### src/rtl/am2901_slice_w.sv
// am2901_slice_w
//   Parametrised Am2901-style bit-slice datapath. One 9-bit microinstruction
//   {dest, func, src} is executed per enabled rising CLK edge.
//
//   Parameters
//     WIDTH  datapath width (>= 4)
//     DEPTH  register-file words (power of 2, >= 2); AW = log2(DEPTH)
//
//   Ports
//     CLK, RST_N       clock, asynchronous active-low reset (clears RAM, Q, FLAGS)
//     CE               clock enable for every state element
//     A, B             RAM read address A, read/write address B
//     D                external data operand
//     I                microinstruction {I[8:6] dest, I[5:3] func, I[2:0] src}
//     CN               ALU carry-in
//     FLAG_WE          latch {Z,N,C,V} into FLAGS this cycle (qualified by CE)
//     RAM0_IN/RAMM_IN  RAM shifter fill bits (LSB on up-shift, MSB on down-shift)
//     Q0_IN/QM_IN      Q shifter fill bits
//     Y                result bus
//     G_N, P_N         active-low group generate / propagate
//     CN_OUT, OVR      carry out of MSB, signed overflow
//     F_ZERO, F_MSB    ALU result zero / sign
//     *_OUT, *_EN      shifter bits leaving the slice and their valid strobes
//     FLAGS            registered {Z, N, C, V}
module am2901_slice_w #(
    parameter int WIDTH = 8,
    parameter int DEPTH = 16,
    localparam int AW   = $clog2(DEPTH)
) (
    input  logic             CLK,
    input  logic             RST_N,
    input  logic             CE,
    input  logic [AW-1:0]    A,
    input  logic [AW-1:0]    B,
    input  logic [WIDTH-1:0] D,
    input  logic [8:0]       I,
    input  logic             CN,
    input  logic             FLAG_WE,
    input  logic             RAM0_IN,
    input  logic             RAMM_IN,
    input  logic             Q0_IN,
    input  logic             QM_IN,
    output logic [WIDTH-1:0] Y,
    output logic             G_N,
    output logic             P_N,
    output logic             CN_OUT,
    output logic             OVR,
    output logic             F_ZERO,
    output logic             F_MSB,
    output logic             RAM0_OUT,
    output logic             RAMM_OUT,
    output logic             Q0_OUT,
    output logic             QM_OUT,
    output logic             RAM0_EN,
    output logic             RAMM_EN,
    output logic             Q0_EN,
    output logic             QM_EN,
    output logic [3:0]       FLAGS
);

    typedef enum logic [2:0] {
        SRC_AQ, SRC_AB, SRC_ZQ, SRC_ZB, SRC_ZA, SRC_DA, SRC_DQ, SRC_DZ
    } src_e;

    typedef enum logic [2:0] {
        FN_ADD, FN_SUBR, FN_SUBS, FN_OR, FN_AND, FN_NOTRS, FN_EXOR, FN_EXNOR
    } fn_e;

    typedef enum logic [2:0] {
        DST_QREG, DST_NOP, DST_RAMA, DST_RAMF, DST_RAMQD, DST_RAMD, DST_RAMQU, DST_RAMU
    } dst_e;

    // State
    logic [WIDTH-1:0] r_ram [DEPTH];
    logic [WIDTH-1:0] r_q;
    logic [3:0]       r_flags;

    // Decode
    src_e w_src;
    fn_e  w_fn;
    dst_e w_dst;

    assign w_src = src_e'(I[2:0]);
    assign w_fn  = fn_e'(I[5:3]);
    assign w_dst = dst_e'(I[8:6]);

    // Read ports: always the pre-edge contents
    logic [WIDTH-1:0] w_a;
    logic [WIDTH-1:0] w_b;

    assign w_a = r_ram[A];
    assign w_b = r_ram[B];

    // Operand selection
    logic [WIDTH-1:0] w_r;
    logic [WIDTH-1:0] w_s;

    always_comb begin
        w_r = '0;
        w_s = '0;
        case (w_src)
            SRC_AQ:  begin w_r = w_a; w_s = r_q; end
            SRC_AB:  begin w_r = w_a; w_s = w_b; end
            SRC_ZQ:  begin w_r = '0;  w_s = r_q; end
            SRC_ZB:  begin w_r = '0;  w_s = w_b; end
            SRC_ZA:  begin w_r = '0;  w_s = w_a; end
            SRC_DA:  begin w_r = D;   w_s = w_a; end
            SRC_DQ:  begin w_r = D;   w_s = r_q; end
            SRC_DZ:  begin w_r = D;   w_s = '0;  end
            default: begin w_r = '0;  w_s = '0;  end
        endcase
    end

    // Adder operands: subtraction is done by inverting one side and using CN
    logic             w_arith;
    logic [WIDTH-1:0] w_op_r;
    logic [WIDTH-1:0] w_op_s;

    assign w_arith = (w_fn == FN_ADD) || (w_fn == FN_SUBR) || (w_fn == FN_SUBS);

    always_comb begin
        w_op_r = w_r;
        w_op_s = w_s;
        if (w_fn == FN_SUBR) w_op_r = ~w_r;
        if (w_fn == FN_SUBS) w_op_s = ~w_s;
    end

    logic [WIDTH:0] w_sum;
    logic           w_c_msb_in;
    logic           w_gen;
    logic           w_prop;

    assign w_sum = {1'b0, w_op_r} + {1'b0, w_op_s} + {{WIDTH{1'b0}}, CN};

    // Carry into the MSB recovered from the MSB sum bit: s = a ^ b ^ cin
    assign w_c_msb_in = w_sum[WIDTH-1] ^ w_op_r[WIDTH-1] ^ w_op_s[WIDTH-1];

    // Group generate: ripple of per-bit generate/propagate with carry-in 0
    always_comb begin
        w_gen = 1'b0;
        for (int unsigned k = 0; k < WIDTH; k++) begin
            w_gen = (w_op_r[k] & w_op_s[k]) | ((w_op_r[k] | w_op_s[k]) & w_gen);
        end
    end

    assign w_prop = &(w_op_r | w_op_s);

    // ALU result
    logic [WIDTH-1:0] w_f;

    always_comb begin
        w_f = '0;
        case (w_fn)
            FN_ADD, FN_SUBR, FN_SUBS: w_f = w_sum[WIDTH-1:0];
            FN_OR:    w_f = w_r | w_s;
            FN_AND:   w_f = w_r & w_s;
            FN_NOTRS: w_f = ~w_r & w_s;
            FN_EXOR:  w_f = w_r ^ w_s;
            FN_EXNOR: w_f = ~(w_r ^ w_s);
            default:  w_f = '0;
        endcase
    end

    assign CN_OUT = w_arith & w_sum[WIDTH];
    assign OVR    = w_arith & (w_c_msb_in ^ w_sum[WIDTH]);
    assign G_N    = ~(w_arith & w_gen);
    assign P_N    = ~(w_arith & w_prop);
    assign F_ZERO = (w_f == '0);
    assign F_MSB  = w_f[WIDTH-1];

    assign Y = (w_dst == DST_RAMA) ? w_a : w_f;

    // Destination control: write data, write enables, shift-out bits
    logic             w_ram_we;
    logic             w_q_we;
    logic [WIDTH-1:0] w_ram_wd;
    logic [WIDTH-1:0] w_q_wd;

    always_comb begin
        w_ram_we = 1'b0;
        w_q_we   = 1'b0;
        w_ram_wd = w_f;
        w_q_wd   = w_f;
        RAM0_OUT = 1'b0;
        RAMM_OUT = 1'b0;
        Q0_OUT   = 1'b0;
        QM_OUT   = 1'b0;
        RAM0_EN  = 1'b0;
        RAMM_EN  = 1'b0;
        Q0_EN    = 1'b0;
        QM_EN    = 1'b0;
        case (w_dst)
            DST_QREG: begin
                w_q_we = 1'b1;
            end
            DST_NOP: begin
            end
            DST_RAMA, DST_RAMF: begin
                w_ram_we = 1'b1;
            end
            DST_RAMQD, DST_RAMD: begin
                w_ram_we = 1'b1;
                w_ram_wd = {RAMM_IN, w_f[WIDTH-1:1]};
                RAM0_EN  = 1'b1;
                RAM0_OUT = w_f[0];
                if (w_dst == DST_RAMQD) begin
                    w_q_we = 1'b1;
                    w_q_wd = {QM_IN, r_q[WIDTH-1:1]};
                    Q0_EN  = 1'b1;
                    Q0_OUT = r_q[0];
                end
            end
            DST_RAMQU, DST_RAMU: begin
                w_ram_we = 1'b1;
                w_ram_wd = {w_f[WIDTH-2:0], RAM0_IN};
                RAMM_EN  = 1'b1;
                RAMM_OUT = w_f[WIDTH-1];
                if (w_dst == DST_RAMQU) begin
                    w_q_we = 1'b1;
                    w_q_wd = {r_q[WIDTH-2:0], Q0_IN};
                    QM_EN  = 1'b1;
                    QM_OUT = r_q[WIDTH-1];
                end
            end
            default: begin
            end
        endcase
    end

    // Register file: flop array so every word clears on reset
    always_ff @(posedge CLK or negedge RST_N) begin
        if (!RST_N) begin
            for (int unsigned i = 0; i < DEPTH; i++) begin
                r_ram[i] <= '0;
            end
        end else if (CE && w_ram_we) begin
            r_ram[B] <= w_ram_wd;
        end
    end

    always_ff @(posedge CLK or negedge RST_N) begin
        if (!RST_N) begin
            r_q <= '0;
        end else if (CE && w_q_we) begin
            r_q <= w_q_wd;
        end
    end

    always_ff @(posedge CLK or negedge RST_N) begin
        if (!RST_N) begin
            r_flags <= '0;
        end else if (CE && FLAG_WE) begin
            r_flags <= {F_ZERO, F_MSB, CN_OUT, OVR};
        end
    end

    assign FLAGS = r_flags;

endmodule

### config.mk
export PLATFORM = sky130hd
export DESIGN_NAME = am2901_slice_w
export DESIGN_NICKNAME = d
export VERILOG_FILES = /design/src/rtl/am2901_slice_w.sv
export SDC_FILE = /design/constraint.sdc
export NUM_CORES = 1
export LEC_CHECK = 0
export CAP_MARGIN = 30
export CORE_ASPECT_RATIO = 1.5
export CORE_MARGIN = 1
export CORE_UTILIZATION = 51
export CTS_CLUSTER_DIAMETER = 200
export CTS_CLUSTER_SIZE = 25
export DETAILED_ROUTE_END_ITERATION = 7
export DONT_BUFFER_PORTS = 1
export PLACE_DENSITY = 0.66
export SLEW_MARGIN = 20
export SYNTH_ARGS = -nofsm -noshare
export SYNTH_HDL_FRONTEND = slang
export SYNTH_SLANG_ARGS = --single-unit
### constraint.sdc
create_clock -name CLK -period 8.6 [get_ports CLK]
set_input_delay 1.72 -clock CLK [delete_from_list [all_inputs] [get_ports CLK]]
set_output_delay 1.72 -clock CLK [all_outputs]
set_load 0.02 [all_outputs]
## Word-level counts from Yosys, hierarchy flattened

Cells that the tools add are included.

| word-level totals | value |
|---|---|
| bits in registers | 140 |
| bits of input ports | 34 |
| output and inout bits | 26 |
| word-level logic and storage cells | 145 |

| cells by class | value |
|---|---|
| $add $sub $neg | 2 |
| $lt $le $gt $ge | 3 |
| eq/ne operators | 20 |
| mux-type cells | 33 |
| bitwise gates (word level) | 48 |
| reductions and logical operators | 21 |

Operator list:

| operator | count |
|---|---|
| bitwise mux 128 bit | 1 |
| two-way mux 8 bit | 10 |
| binary-select mux 8 bit (select 4 bit) | 2 |
| one-hot mux 8 bit (6 select lines) | 1 |
| == test 3 bit (second input constant) | 12 |
| demux 8 bit (select 4 bit) | 1 |
| one-hot mux 8 bit (2 select lines) | 2 |
| one-hot mux 8 bit (4 select lines) | 1 |
| inverter 8 bit | 3 |
| one-hot mux 8 bit (3 select lines) | 1 |
| bitwise AND 1 bit | 19 |
| == test 3 x 2 -> 1 bit (second input constant) | 6 |
| bitwise AND 8 bit | 2 |
| OR 8 bit | 2 |
| OR 1 bit | 14 |
| two-way mux 1 bit | 13 |
| OR reduction 3 bit | 4 |
| >= comparator 5 bit (second input constant) | 2 |
| inverter 4 -> 5 bit | 2 |
| OR reduction 2 bit | 5 |
| adder 8 x 8 -> 9 bit | 1 |
| adder 9 x 1 -> 9 bit | 1 |
| logical NOT 3 bit | 3 |
| logical NOT 8 bit | 1 |
| 10 further kinds | 18 |

## Longest topological paths before layout

Gate-level depths: netlist (run 1).

| logic depth | value |
|---|---|
| word-level depth | 24 |
| depth in mapped cells | 21 |
| gate-level depth less buffers | 17 |

## Least setup slack after synthesis (run 1)

No wires, ideal clock.

| path | value |
|---|---|
| path type | input -> output |
| start | input A[0] |
| end | output F_ZERO |
| arrival | 6.144 ns |
| data required time | 6.880 ns |
| slack | 0.736 ns |
| cell stages on the path | 17 |
| path buffers | 2 |
| path through | buf_2 > buf_6 > mux4_2 > or3_1 > a41oi_2 > xor2_1 > fa_1 > inv_1 > fa_1 > a21o_1 > a21oi_1 > xnor2_1 > a22oi_1 > o41ai_1 > or4b_1 > or4b_1 > nor2_1 |

| on the way | value |
|---|---|
| longest elaborated chain between the ends | 11 |
| elaborated cells on any way between the ends | 19 |
| those cells by class | 2 x add/sub; 8 x mux; 8 x bitwise; 1 x reduce/logical |

Ends and longest elaborated chain:

| what | line | text |
|---|---|---|
| from (decl) | 33 | `input logic [AW-1:0] A,` |
| inverter 4 -> 5 bit (not written as such) * | 91 | `assign w_a = r_ram[A];` |
| binary-select mux 8 bit (select 4 bit) * | 91 |  |
| two-way mux 8 bit (not written as such) * (2 in a row) | 91 |  |
| one-hot mux 8 bit (4 select lines) or one-hot mux 8 bit (3 select lines) (tied branches) | 101 | `case (w_src)` |
| inverter 8 bit, on equally long branches | 125, 124, 157 |  |
| two-way mux 8 bit, on equally long branches | 125, 124 |  |
| adder 8 x 8 -> 9 bit | 133 | `assign w_sum = {1'b0, w_op_r} + {1'b0, w_op_s} + {{WIDTH{1'b0}}, CN};` |
| adder 9 x 1 -> 9 bit | 133 |  |
| one-hot mux 8 bit (6 select lines) * | 153 | `case (w_fn)` |
| logical NOT 8 bit * | 168 | `assign F_ZERO = (w_f == '0);` |
| to (decl) | 48 | `output logic F_ZERO,` |

Every way passes the cells marked *; elsewhere a longest branch is shown, timed or not. The select of a mux whose other input is x is not followed.

## Final worst setup path (run 1)

Ends and elaborated chain as after synthesis.

==> results of run 1 <==
## layer usage
| layer | share of wire | routed length (um) | vias to the layer above | track usage |
|---|---|---|---|---|
| met5 | 0 | 0 | - | 0 |
| li1 | - | - | 3464 | - |
| met4 | 0.068 | 2096 | 0 | 0.2046 |
| met2 | 0.50 | 15420 | 371 | 0.5382 |
| met3 | 0.070 | 2182 | 114 | 0.06870 |
| met1 | 0.36 | 11270 | 3947 | 0.3685 |
## through the flow
| step | setup slack, ns | utilization | hold slack [ns] |
|---|---|---|---|
| 6_report | 0.6102 | 0.5615 | 0.5057 |
| 5_1_grt | 0.4132 | 0.5615 | 0.5416 |
| 4_1_cts | 0.6446 | 0.5615 | 0.5049 |
| 3_5_place_dp | 0.6693 | 0.5311 | 0.4902 |
| 3_3_place_gp | 0.7174 | 0.5296 | 0.4898 |
| 2_1_floorplan | 0.7358 | - | 0.4558 |
## layout make-up
| type | count | area, um2 |
|---|---|---|
| Fill cell | 1662 | 8402 |
| Multi-Input combinational cell | 692 | 6018 |
| Sequential cell | 140 | 3503 |
| Clock buffer | 19 | 442.9 |
| Tap cell | 256 | 320.3 |
| Inverter | 46 | 172.7 |
| Timing Repair Buffer | 22 | 162.7 |
| Clock inverter | 13 | 138.9 |
## logic make-up after synthesis
group | synth area share
AOI/OAI and AO/OA | 0.1336
xor gates and xnor gates | 0.03044
adders and majority gates | 0.03421
buffers and inverters | 0.04427
DFF | 0.3522
muxes | 0.2924
and+or+nand+nor | 0.1129
## sequential cells by signal, summed over array words and instances (netlist names)
| register | flops |
|---|---|
| r_q | 8 |
| FLAGS | 4 |
| r_ram | 128 |
## final timing paths
path                                 start    endpoint  slack, ns
worst max-delay path                  A[0]      F_ZERO       0.61
worst min-delay path            r_ram[111]  r_ram[111]       0.51
worst max register to register    r_ram[0]    FLAGS[3]       3.71
worst min register to register  r_ram[111]  r_ram[111]       0.51
max in group asynchronous            RST_N   r_ram[25]       7.36
min in group asynchronous            RST_N      r_q[5]       0.99
## critical path, stage by stage
cell	delay, ns
mux4_2	0.49
or3_1	0.37
a41oi_2	0.31
xor2_1	0.29
fa_1	0.27
inv_1	0.07
fa_1	0.46
a21o_1	0.19
a21oi_1	0.17
xnor2_1	0.13
a22oi_1	0.21
o41ai_1	0.20
or4b_1	0.54
or4b_1	0.49
nor2_1	0.35
## cells in the final DEF (no fill, tap or decap), drive strengths merged, types with 5 or more instances in the layout
cell and instances:
mux2 104, o21ai 40, o211ai 8, a21oi 55, nor2b 9, dfrtp 140
nor4 6, clkinv 10, mux2i 39, a211oi 9, a31oi 8, a22oi 8
nand2 60, inv 45, a32oi 5, xor2 15, ha 24, nand3 15
nor2 78, nor3 13, o22ai 5, clkbuf 19, or3 6, a21o 5
and2 8, buf 22, nand2b 15, o31ai 5, mux4 59, xnor2 17
## power breakdown
group          leakage [uW]  total [uW]  switching (uW)  internal, uW
combinational       0.00258         963             467           496
sequential          0.00176        1070             196           875
clock              0.000284         732             297           435
==> flow_summary.ini, run 1 <==
[run_status]
status = finished, final reports clean

[sta]
fin_crit_sh = 0.9291
timing.fmax_mhz = 125.2
final.setup.tns_ns = 0
tightest_slew_ns = 0.9243
layout_min_cycle_time_ns = 7.990
slew_viol_final = 0
finalSetupViolations = 0
hold_viol = 0
slew_headroom = 0.3819
skew_ns = 0.008500
rsz0062_at_grt = no

[clock_tree]
cts_root_buf = clkbuf_16
clock_latency_ns = 0.43
htreeDepth = 4
post_cts_buffers = 0
cts_buffer_depth = 2
cts_tree = built
cts_buffers = 17
cts-resized-gates = 0
clk_pin_slew_ns = 0.06
hold_buffers = 0
cts_sinks = 140

[worst_setup_path]
end_kind = output pin
worstPathMaxFanout = 32
critPathArrivalTime_ns = 6.27
crit_path_start_kind = primary input
crit_required_ns = 6.88
reg2reg_depth = 15
crit_type = in2out

[detailed_routing]
wirelength_um = 30970
wl_per_cell_um = 26.07
drt_iter0_markers = 852
vias = 7896
dr.pass1.iters = 6
drc = 0
drt-vias-per-instance = 6.646
ant_nets = 0

[yosys]
yosysTopAreaCell = dfrtp_1
synth_common_cells = dfrtp_1, mux2_2, nor2_1, nand2_1
yosysTopAreaCellShare = 0.3522
ys_warn_count = 0
yosysMostFrequentCell = dfrtp_1
syn_area_um2 = 9948
syn_avg_cell_area_um2 = 10.61
ys_seq_area_frac = 0.3522
synthesis.instances = 938
ys_async_sr_fraction = 1.000
ys.flop_type = dfrtp_1
synthesis.nets = 998
yosysUniqueCellTypes = 77
synth_top_cells_by_area = dfrtp_1, mux4_2, mux2_2
synth_seq_cells = 140
synth_edf_count = 0

[pwr]
power.total_uw = 2766
power_per_cell_area_nw_per_um2 = 257.1
power.static_leakage_uw = 0.004631
vdd_drop_max_uv = 157.1

[placement]
place.gp.congestion = 0.9779
portBuffers = 0
place_inst = 1156
hpwl_um = 21940
placed_area_um2 = 10180

[grt]
grt_pass1_vias = 7939
antenna_found_initial = 0
grtUsageTotal = 0.3222
grt_max_degree = 141
overflow = 0
grt_pass1_wl_um = 46850

[finish]
nets = 979
antenna_cells = 0
drive_gt1_frac = 0.2446
area_growth_pct = 8.150
final_area_um2 = 10760
layout.cells.non_filler = 1188

[flow_run]
cap_violations = 0

[die]
die-width_um = 116.0
die_h_um = 173.1
start_util = 0.5192
core_um2 = 19160
io_pins = 60
rows = 62
die_area_um2 = 20080

[worst_hold_path]
min_path_type = reg2reg
hold_path_depth = 2
Power figures use the tool's default switching activity.
==> run 2: changes to the inputs <==
- TNS_END_PERCENT: unset -> 5
==> results of run 2 <==
Final layout, timing and power as in run 1 (identical DEF).
==> run 3: changes to the inputs <==
- CAP_MARGIN: 30 -> unset
==> run 3 against run 2 <==
Via count grew 1.8%. Clock power grew 8.9%. Count of clock-buffer cells in the layout grew 2. Worst hold slack lost 0.0036 ns. Sequential cell count is the same. Critical path depth is the same. Wire length grew 0.48%. First-iteration DRC count shrank 4.9%. Critical endpoint unchanged. Largest cell class unchanged.
==> flow_summary.ini, run 3 (synthesis gave the netlist of run 1 again) <==
[finish]
fillCellCount = 1646
nets = 975
top_register = r_ram
area_growth_pct = 8.565
final_area_um2 = 10800
mostFrequentLayoutCell = dfrtp_1
antenna_cells = 0
largest_reg_flops = 128
layout_common_cells = dfrtp_1, mux2_2, nor2_1
drive_gt1_frac = 0.2449
fin_util = 0.5637

[grt]
grtUsageTotal = 0.3276
gr-usage-met1 = 0.3753
overflow = 0
grt_use_met3 = 0.07220
grtUsageMet2 = 0.5352
grt_pass1_vias = 8068
grt_max_degree = 141
top_usage_layer = met2
antenna_found_initial = 0
grt_pass1_wl_um = 47710

[sta]
slew_headroom = 0.2496
fin_crit_sh = 0.9279
final.setup.tns_ns = 0
skew_ns = 0.008138
slew_viol_final = 0
hold_viol = 0
layout_min_cycle_time_ns = 7.980
rsz0062_at_grt = no
timing.fmax_mhz = 125.3
setup_ws_ns = 0.6198
finalSetupViolations = 0
tightest_slew_ns = 1.115

[placement]
hpwl_um = 21940
portBuffers = 0
placed_area_um2 = 10150
place_worst_setup_slack_ns = 0.6788
place.gp.congestion = 0.9779

[detailed_routing]
dr.pass1.iters = 5
drt-vias-per-instance = 6.795
wirelength_um = 31110
drt_iter0_markers = 810
vias = 8038
ant_nets = 0
wl_per_cell_um = 26.30
drc = 0

[pwr]
vdd_drop_max_uv = 160.1
power.total_uw = 2836
power_per_cell_area_nw_per_um2 = 262.6
power.static_leakage_uw = 0.004636

[die]
die_area_um2 = 20080
core_um2 = 19160
start_util = 0.5192
die_h_um = 173.1
die-width_um = 116.0
rows = 62
io_pins = 60

[flow_run]
cap_violations = 0

[run_status]
status = finished, final reports clean

[clock_tree]
cts-resized-gates = 0
clock_latency_ns = 0.43
cts_buffers = 17
post_cts_buffers = 0
htreeDepth = 4
cts_buffer_depth = 2
hold_buffers = 0
clk_pin_slew_ns = 0.06
cts_tree = built
cts_sinks = 140
cts_root_buf = clkbuf_16

[worst_setup_path]
crit_required_ns = 6.88
worstPathMaxFanout = 32
critPathArrivalTime_ns = 6.26
crit_type = in2out
end_kind = output pin
crit_path_start_kind = primary input

[worst_hold_path]
min_path_type = reg2reg
[run 3: report_power, final]
part           internal [uW]  switching, uW
logic                    493            474
registers                875            198
clock network            514            283
[run 3: final timing paths]
check / startpoint / end / slack, ns / depth (start not counted)
setup / recovery: A[0] / F_ZERO / 0.62 / 15
hold / removal: r_ram[111] / r_ram[111] / 0.50 / 2
setup reg to reg: r_ram[90] / r_ram[52] / 3.33 / 15
hold reg to reg: r_ram[111] / r_ram[111] / 0.50 / 2
max in group asynchronous: RST_N / r_ram[54] / 7.36 / 0
min in group asynchronous: RST_N / r_ram[84] / 0.98 / 0
[run 3: stage by stage]
stage,hold slack [ns],std cells
floorplan,0.4558,938
global placement,0.4898,1152
detailed placement,0.4914,1152
CTS,0.5037,1183
global route,0.5433,1183
finish,0.5021,1183
[run 3: area by class of cell]
type | count | area, um2 | area share
timing repair buffer | 18 | 135.1 | 0.01251
multi-input combinational | 692 | 6027 | 0.5580
clock inverter | 10 | 161.4 | 0.01494
sequential | 140 | 3503 | 0.3244
clock buffer | 21 | 480.5 | 0.04449
inverter | 46 | 172.7 | 0.01599
tap | 256 | 320.3 | 0.02966
[run 3: critical path, stage by stage]
cell and delay [ns]:
mux4_2 0.47, or3_1 0.37, a41oi_2 0.32, xor2_1 0.29
fa_1 0.27, inv_1 0.07, fa_1 0.47, a21o_1 0.19
a21oi_1 0.17, xnor2_1 0.12, a22oi_1 0.20, o41ai_1 0.20
or4b_1 0.53, or4b_1 0.49, nor2_1 0.35
[run 3: per-layer routing]
metal,share of wire,vias up
li1,-,3451
met1,0.36,4037
met2,0.49,415
met3,0.075,135
met4,0.072,0
met5,0,-
